===== src/rtl/sw_rst_pkg.sv =====
// Shared types, default constants and counter-width helpers for the software reset initiator.
package sw_rst_pkg;

    typedef enum logic [2:0] {
        IDLE,
        ASSERT,
        WAIT_ACK,
        WAIT_REL,
        HOLDOFF
    } sw_rst_state_t;

    localparam int unsigned DEF_PULSE_CYCLES   = 16;
    localparam int unsigned DEF_ACK_TIMEOUT    = 1024;
    localparam int unsigned DEF_HOLDOFF_CYCLES = 8;

    // Bits needed to hold the value n (at least one bit).
    function automatic int unsigned cnt_width(input int unsigned n);
        return (n < 1) ? 1 : $clog2(n + 1);
    endfunction

    // The pulse counter must also hold any 8-bit cfg_pulse_len override.
    function automatic int unsigned pulse_cnt_width(input int unsigned n);
        int unsigned w;
        w = cnt_width(n);
        return (w < 8) ? 8 : w;
    endfunction

endpackage


===== src/rtl/sw_rst_cnt.sv =====
// Loadable saturating down-counter with a zero flag; load has priority over decrement.
module sw_rst_cnt #(
    parameter int unsigned WIDTH = 8
) (
    input  logic             clk,
    input  logic             rst,
    input  logic             load,
    input  logic [WIDTH-1:0] load_val,
    input  logic             dec,
    output logic             zero
);

    logic [WIDTH-1:0] count;

    always_ff @(posedge clk or posedge rst) begin
        if (rst) begin
            count <= '0;
        end else if (load) begin
            count <= load_val;
        end else if (dec && (count != '0)) begin
            count <= count - WIDTH'(1);
        end
    end

    assign zero = (count == '0);

endmodule


===== src/rtl/sw_rst_ctrl.sv =====
// Software reset initiator: stretched assertion, ack/release tracking, holdoff and timeout.
// Build option SW_RST_REQ_QUEUE_EN: a request arriving while busy is held as one pending request.
module sw_rst_ctrl
    import sw_rst_pkg::*;
#(
    parameter int unsigned PULSE_CYCLES   = DEF_PULSE_CYCLES,
    parameter int unsigned ACK_TIMEOUT    = DEF_ACK_TIMEOUT,
    parameter int unsigned HOLDOFF_CYCLES = DEF_HOLDOFF_CYCLES
) (
    input  logic       clk,
    input  logic       hardware_rst,
    input  logic       req,
    input  logic [7:0] cfg_pulse_len,
    input  logic       internal_rst,
    output logic       software_rst,
    output logic       busy,
    output logic       done,
    output logic       timeout_err
);

    localparam int unsigned PW = pulse_cnt_width(PULSE_CYCLES);
    localparam int unsigned TW = cnt_width(ACK_TIMEOUT);
    localparam int unsigned HW = cnt_width(HOLDOFF_CYCLES);

    sw_rst_state_t state, state_d;
    logic sw_d, busy_d, done_d, tmo_d;
    logic ack_seen, ack_d;
    logic start;
    logic p_load, p_dec, p_zero;
    logic t_load, t_dec, t_zero;
    logic h_load, h_dec, h_zero;
    logic [PW-1:0] pulse_len;

`ifdef SW_RST_REQ_QUEUE_EN
    logic pending;

    always_ff @(posedge clk or posedge hardware_rst) begin
        if (hardware_rst) begin
            pending <= 1'b0;
        end else begin
            pending <= (state != IDLE) ? (pending | req) : 1'b0;
        end
    end

    assign start = req | pending;
`else
    assign start = req;
`endif

    assign pulse_len = (cfg_pulse_len == '0) ? PW'(PULSE_CYCLES) : PW'(cfg_pulse_len);

    // Counters are loaded with N-1 so a state lasts exactly N cycles.
    sw_rst_cnt #(.WIDTH(PW)) u_pulse_cnt (
        .clk      (clk),
        .rst      (hardware_rst),
        .load     (p_load),
        .load_val (pulse_len - PW'(1)),
        .dec      (p_dec),
        .zero     (p_zero)
    );

    sw_rst_cnt #(.WIDTH(TW)) u_tmo_cnt (
        .clk      (clk),
        .rst      (hardware_rst),
        .load     (t_load),
        .load_val (TW'(ACK_TIMEOUT - 1)),
        .dec      (t_dec),
        .zero     (t_zero)
    );

    sw_rst_cnt #(.WIDTH(HW)) u_hold_cnt (
        .clk      (clk),
        .rst      (hardware_rst),
        .load     (h_load),
        .load_val (HW'(HOLDOFF_CYCLES - 1)),
        .dec      (h_dec),
        .zero     (h_zero)
    );

    always_ff @(posedge clk or posedge hardware_rst) begin
        if (hardware_rst) begin
            state        <= IDLE;
            software_rst <= 1'b0;
            busy         <= 1'b0;
            done         <= 1'b0;
            timeout_err  <= 1'b0;
            ack_seen     <= 1'b0;
        end else begin
            state        <= state_d;
            software_rst <= sw_d;
            busy         <= busy_d;
            done         <= done_d;
            timeout_err  <= tmo_d;
            ack_seen     <= ack_d;
        end
    end

    always_comb begin
        state_d = state;
        sw_d    = software_rst;
        busy_d  = busy;
        done_d  = 1'b0;
        tmo_d   = timeout_err;
        ack_d   = ack_seen;
        p_load  = 1'b0;
        p_dec   = 1'b0;
        t_load  = 1'b0;
        t_dec   = 1'b0;
        h_load  = 1'b0;
        h_dec   = 1'b0;
        case (state)
            IDLE: begin
                if (start) begin
                    state_d = ASSERT;
                    sw_d    = 1'b1;
                    busy_d  = 1'b1;
                    tmo_d   = 1'b0;
                    ack_d   = 1'b0;
                    p_load  = 1'b1;
                end
            end
            ASSERT: begin
                if (internal_rst) ack_d = 1'b1;
                if (p_zero) begin
                    t_load = 1'b1;
                    if (ack_seen || internal_rst) begin
                        state_d = WAIT_REL;
                        sw_d    = 1'b0;
                    end else begin
                        state_d = WAIT_ACK;
                    end
                end else begin
                    p_dec = 1'b1;
                end
            end
            WAIT_ACK: begin
                t_dec = 1'b1;
                if (internal_rst) begin
                    state_d = WAIT_REL;
                    sw_d    = 1'b0;
                end else if (t_zero) begin
                    state_d = IDLE;
                    sw_d    = 1'b0;
                    busy_d  = 1'b0;
                    tmo_d   = 1'b1;
                end
            end
            WAIT_REL: begin
                t_dec = 1'b1;
                if (!internal_rst) begin
                    state_d = HOLDOFF;
                    h_load  = 1'b1;
                end else if (t_zero) begin
                    state_d = IDLE;
                    busy_d  = 1'b0;
                    tmo_d   = 1'b1;
                end
            end
            HOLDOFF: begin
                if (internal_rst) begin
                    h_load = 1'b1;
                end else if (h_zero) begin
                    state_d = IDLE;
                    busy_d  = 1'b0;
                    done_d  = 1'b1;
                end else begin
                    h_dec = 1'b1;
                end
            end
            default: begin
                state_d = IDLE;
                sw_d    = 1'b0;
                busy_d  = 1'b0;
            end
        endcase
    end

endmodule


===== config.mk =====
export PLATFORM = sky130hd
export DESIGN_NAME = sw_rst_ctrl
export DESIGN_NICKNAME = d
export VERILOG_FILES = /design/src/rtl/sw_rst_pkg.sv /design/src/rtl/sw_rst_cnt.sv /design/src/rtl/sw_rst_ctrl.sv
export SDC_FILE = /design/constraint.sdc
export NUM_CORES = 1
export LEC_CHECK = 0
export CAP_MARGIN = 25
export CORE_MARGIN = 5
export CORE_UTILIZATION = 35
export CTS_BUF_LIST = sky130_fd_sc_hd__clkbuf_4 sky130_fd_sc_hd__clkbuf_8 sky130_fd_sc_hd__clkbuf_16
export DETAILED_ROUTE_END_ITERATION = 6
export PLACE_DENSITY = 0.57
export SLEW_MARGIN = 20
export SYNTH_ARGS = -nofsm -noshare
export SYNTH_HDL_FRONTEND = slang
export SYNTH_SLANG_ARGS = --single-unit

===== constraint.sdc =====
create_clock -name clk -period 2.05 [get_ports clk]
set_clock_uncertainty 0.05 [all_clocks]
set_input_delay 0.41 -clock clk [delete_from_list [all_inputs] [get_ports clk]]
set_output_delay 0.41 -clock clk [all_outputs]
set_load 0.02 [all_outputs]

== Word level (Yosys, flattened, before mapping) ==
Index checks and enable logic that the tools add are counted.

* Flip-flop bits (word level): 31
* Bits of input ports: 12
* Output and inout bits: 4
* Word-level logic and storage cells: 103

* $add $sub $neg: 4
* Equality and inequality tests: 13
* Mux-type cells: 51
* Bitwise gates (word level): 2
* Reduce and logical (&&, ||, !) cells: 24

{| class="wikitable"
|+ Operator list
! operator !! count
|-
| two-way mux 1 bit || 31
|-
| two-way mux 8 bit || 3
|-
| two-way mux 11 bit || 2
|-
| two-way mux 3 bit || 7
|-
| logical NOT 8 bit || 2
|-
| inequality test 2 bit (second input constant) || 8
|-
| subtractor 8 x 1 -> 8 bit (second input constant) || 2
|-
| case mux 3 bit (5 select lines) || 1
|-
| logical NOT 11 bit || 1
|-
| nonzero test 11 bit || 1
|-
| subtractor 11 x 1 -> 11 bit (second input constant) || 1
|-
| two-way mux 4 bit || 2
|-
| AND reduction 4 bit || 2
|-
| nonzero test 2 bit || 4
|-
| nonzero test 8 bit || 1
|-
| equality test 3 x 2 -> 1 bit (second input constant) || 2
|-
| AND reduction 6 bit || 1
|-
| case mux 1 bit (5 select lines) || 1
|-
| AND reduction 5 bit || 1
|-
| logical NOT 4 bit || 1
|-
| case mux 1 bit (2 select lines) || 2
|-
| case mux 1 bit (4 select lines) || 1
|-
| nonzero test 4 bit || 1
|-
| OR reduction 2 bit || 2
|-
| other kinds (11) || 14
|}

== Longest topological paths before layout ==
* Word-level depth: 7
* Depth in mapped cells: 9

== By module ==
Synthesis repeated with hierarchy kept, for this count alone.

* Cells, all modules: 248
* Area, all modules: 2117.0 µm²

{| class="wikitable"
|+ Modules (own cells, without submodules)
! module !! instances !! cells an instance !! area each (µm²)
|-
| sw_rst_cnt (u_tmo_cnt) || 1 || 79 || 691.9
|-
| sw_rst_ctrl || 1 || 88 || 668.1
|-
| sw_rst_cnt (u_pulse_cnt) || 1 || 53 || 495.5
|-
| sw_rst_cnt (u_hold_cnt) || 1 || 28 || 261.5
|}

== Worst setup path before layout ==
No wires, ideal clock.

* Path type: flip-flop to flip-flop
* Start point: reg state[1]
* End point: reg u_pulse_cnt.count[6]
* Library setup time: 66 ps
* Data arrival time: 2026 ps
* Setup slack: -92 ps
* Stages on the path, launching flop included: 9
* Cell sequence: dfrtp_1 buf_6 or4b_4 buf_6 mux2i_1 ha_1 nand2_1 o31ai_1 o311a_1

* Longest elaborated chain between the ends: 4

{| class="wikitable"
|+ Ends and longest elaborated chain
! item !! RTL line !! source
|-
| from (decl) || sw_rst_ctrl.sv:25 || <nowiki>sw_rst_state_t state, state_d;</nowiki>
|-
| from (signal assigned) || sw_rst_ctrl.sv:89 || <nowiki>state <= state_d;</nowiki>
|-
| equality test 3 x 1 -> 1 bit || sw_rst_ctrl.sv:111 || <nowiki>case (state)</nowiki>
|-
| two-way mux 1 bit || sw_rst_ctrl.sv:111 ||
|-
| logical AND 1 bit || sw_rst_cnt.sv:20 || <nowiki>end else if (dec && (count != '0)) begin</nowiki>
|-
| nonzero test 2 bit (no line) || n/a ||
|-
| to (signal assigned) || sw_rst_cnt.sv:19 || <nowiki>count <= load_val;</nowiki>
|-
| to (signal assigned) || sw_rst_cnt.sv:21 || <nowiki>count <= count - WIDTH'(1);</nowiki>
|-
| to (decl) || sw_rst_cnt.sv:13 || <nowiki>logic [WIDTH-1:0] count;</nowiki>
|}

Parallel ways exist; a longest one is shown, timed or not.
A chain may end at the register's enable or synchronous reset.

== Worst setup path in the final report ==
* Start point: reg state[0]
* End point: reg u_pulse_cnt.count[6]

Same word-level chain as after synthesis.

==> reports/metrics.csv <==
metric;value;unit
fin_crit_sh;97.6;%
synth_seq_cells;31;
ir_worst_vdd;0.785;mV
slowest_stage;or4b_4;
drive_gt1_share;23.7;%
rsz0062_at_grt;true;
place_congestion;0.862;
synth-seq-area-share;42.2;%
fin_area;2410;um2
yosysUniqueCellTypes;50;
holdWs;455;ps
finalSetupViolations;0;
crit_cells;6;
r2r_cells;6;
cts_tree;built;
antenna_cells;0;
clockBufferDepth;2;
drtPass1Iterations;4;
multi_input_area;1030;um2
gr-total-overflow;0;
start_util;36.0;%
antenna_found_initial;0;
drv_cap;0;
cpLargestDelayFamily;simple AND/OR/NAND/NOR gates;
die_height;82.5;um
slew_headroom;61.6;%
syn_inst;204;
cts-root-buf;clkbuf_8;
core-area;5110;um2
dieArea;6800;um2
grt_use_total;14.4;%
nets;263;
powerDensity;1270;nW/um2
dpl.cell_count;311;
max_freq;500;MHz
synth.avg_cell_area;9.02;um2
path_clk_slew;70;ps
grt_max_degree;32;
fill_cells;501;
area_growth;30.9;%
status;finished, final reports clean;
cts_buffers;5;
wirelength;4.33;mm
maxSlewViolCount;0;
drc;0;
htree_levels;2;
die_w;82.5;um
hp-class;input port to async pin;
critPathLaunchType;flip-flop;
syn_area;1840;um2
initialDrtViolationCount;56;
worstPathCellList;or4b_4, mux2i_2, ha_2, nand2_1, o31ai_2, o311a_1;
via_count;1672;
power.total;0.00305;W
end_kind;flip-flop;
async_flop_share;100;%
cts_hold_buf;0;
avgRoutedWirePerCell;13.6;um
arrival;2170;ps
io_pins;16;
max_stage_delay;580;ps
setup_tns;0;ps
worstMarginPinSlew;571;ps
synth_edf_count;0;
grt_pass1_vias;1612;
layout.cells.non_filler;319;
insertion_delay;280;ps
cts_sinks;31;
power.leakage;1.03;nW
regArea;776;um2
postCtsSetupBuffers;0;
io_buffers;15;
cp_max_fo;4;
placed_cell_area;2260;um2
syn-num-nets;219;
ys_warn_count;0;
fin_crit;2000;ps
criticalPathCategory;flip-flop to flip-flop;
ys.flop_type;dfrtp_1;
cp_num_buf_inv;0;
grt_pass1_wl;7.42;mm
hold_viol;0;
ant_nets;0;
viasPerCell;5.24;
hpwl;3.24;mm
cp_data_required_time;2220;ps
rows;26;
## logic make-up after synthesis
logic type / after synthesis / share of synthesized area (%)
flip-flops: 31 / 42.2
XOR/XNOR: 12 / 5.71
multiplexers: 5 / 2.86
AO/OA/AOI/OAI: 45 / 17.6
buffers and inverters: 20 / 5.03
AND/OR/NAND/NOR: 88 / 24.6
adder cells (fa/ha/maj): 3 / 2.04
## flip-flops by register name, summed over array words and instances, names as in the netlist
name	count
timeout_err	1
u_pulse_cnt.count	8
ack_seen	1
u_hold_cnt.count	4
busy	1
done	1
state	3
u_tmo_cnt.count	11
software_rst	1
## per-layer routing
metal  vias up  part of all wire (%)  wire length, um  track usage, %
li1        832                     -                -               -
met1       796                    47             2020            18.8
met2        37                    48             2090            23.2
met3         7                   3.4              146            3.25
met4         0                   1.6               69            5.07
met5         -                     0                0               0
## final cells by class
| type | count | share of cell area (%) |
|---|---|---|
| Inverter | 12 | 1.87 |
| Tap cell | 70 | 3.64 |
| Multi-Input combinational cell | 153 | 42.9 |
| Timing Repair Buffer | 45 | 15.7 |
| Clock inverter | 1 | 0.208 |
| Sequential cell | 31 | 32.2 |
| Clock buffer | 7 | 3.48 |
## through the flow
| stage | worst slack [ps] | utilization [%] |
|---|---|---|
| 2_1_floorplan | -40.4 | - |
| 3_3_place_gp | -416 | 44.3 |
| 3_5_place_dp | -455 | 44.3 |
| 4_1_cts | 39.7 | 46.2 |
| 5_1_grt | -13.1 | 47.1 |
| 6_report | 49.8 | 47.1 |
## cell usage in the layout (no fill, tap or decap), types with 3 or more instances in the layout
cell             Yosys  routed
xor2_1               7       7
clkdlybuf4s50_1      0      14
xnor2_1              5       5
a31oi_1              3       3
buf_4                0      29
dfrtp_1             31      31
o311ai_0             3       3
a21oi_1              6       6
nor3_1              12      11
nand2_1             28      27
nand3_1              5       4
o21ai_0             10      10
clkbuf_8             0       5
o211ai_1             3       3
inv_1               12      12
nor2_1              15      15
## synth_stat cells, types with 2 or more instances
cell,instances,area share [%]
nand2b_1,2,0.68
xor2_1,7,3.3
a31oi_1,3,1.0
o21ai_0,10,2.7
o22a_1,2,0.95
mux2i_1,3,1.6
nor3b_1,2,0.82
nor4_1,3,1.0
buf_2,2,0.54
o311ai_0,3,1.4
mux2_2,2,1.2
and3_1,2,0.68
a211oi_1,2,0.82
a21oi_1,6,1.6
ha_1,3,2.0
o211ai_1,3,1.2
xnor2_1,5,2.4
nor3_1,12,3.3
inv_1,12,2.4
nand2_1,28,5.7
nand4_1,2,0.68
or3_1,2,0.68
dfrtp_1,31,42
nand3b_1,2,0.82
o311a_1,2,1.1
clkbuf_1,4,0.82
or3b_2,2,0.95
nor2_1,15,3.1
o31ai_1,3,1.2
buf_6,2,1.2
or4_1,3,1.2
o31a_1,2,0.95
nand3_1,5,1.4
## worst reg2reg max path, cell delays in order (launching register included)
cell and delay (ps):
dfrtp_1 380, or4b_4 580, mux2i_2 230, ha_2 250, nand2_1 90, o31ai_2 170, o311a_1 190
## timing repair
item | CTS | global route
setup endpoints to repair | 3 | 10
gates resized for setup | 3 | 10
pin swaps | 1 | 1
## final timing paths
path                         startpoint                    to  slack, ps
hold reg to reg                ack_seen              ack_seen        460
hold / removal             hardware_rst  u_pulse_cnt.count[5]        460
min in group clk               ack_seen              ack_seen        460
max in group asynchronous  hardware_rst  u_pulse_cnt.count[1]       1200
setup reg to reg               state[0]  u_pulse_cnt.count[6]         50
setup / recovery               state[0]  u_pulse_cnt.count[6]         50
## power breakdown
| part | switching (W) | internal, W |
|---|---|---|
| Sequential | 0.000190 | 0.000853 |
| Clock | 0.000236 | 0.000265 |
| Combinational | 0.000760 | 0.000751 |
| Total | 0.00119 | 0.00187 |
No activity file was read; power rests on OpenSTA's default activity.
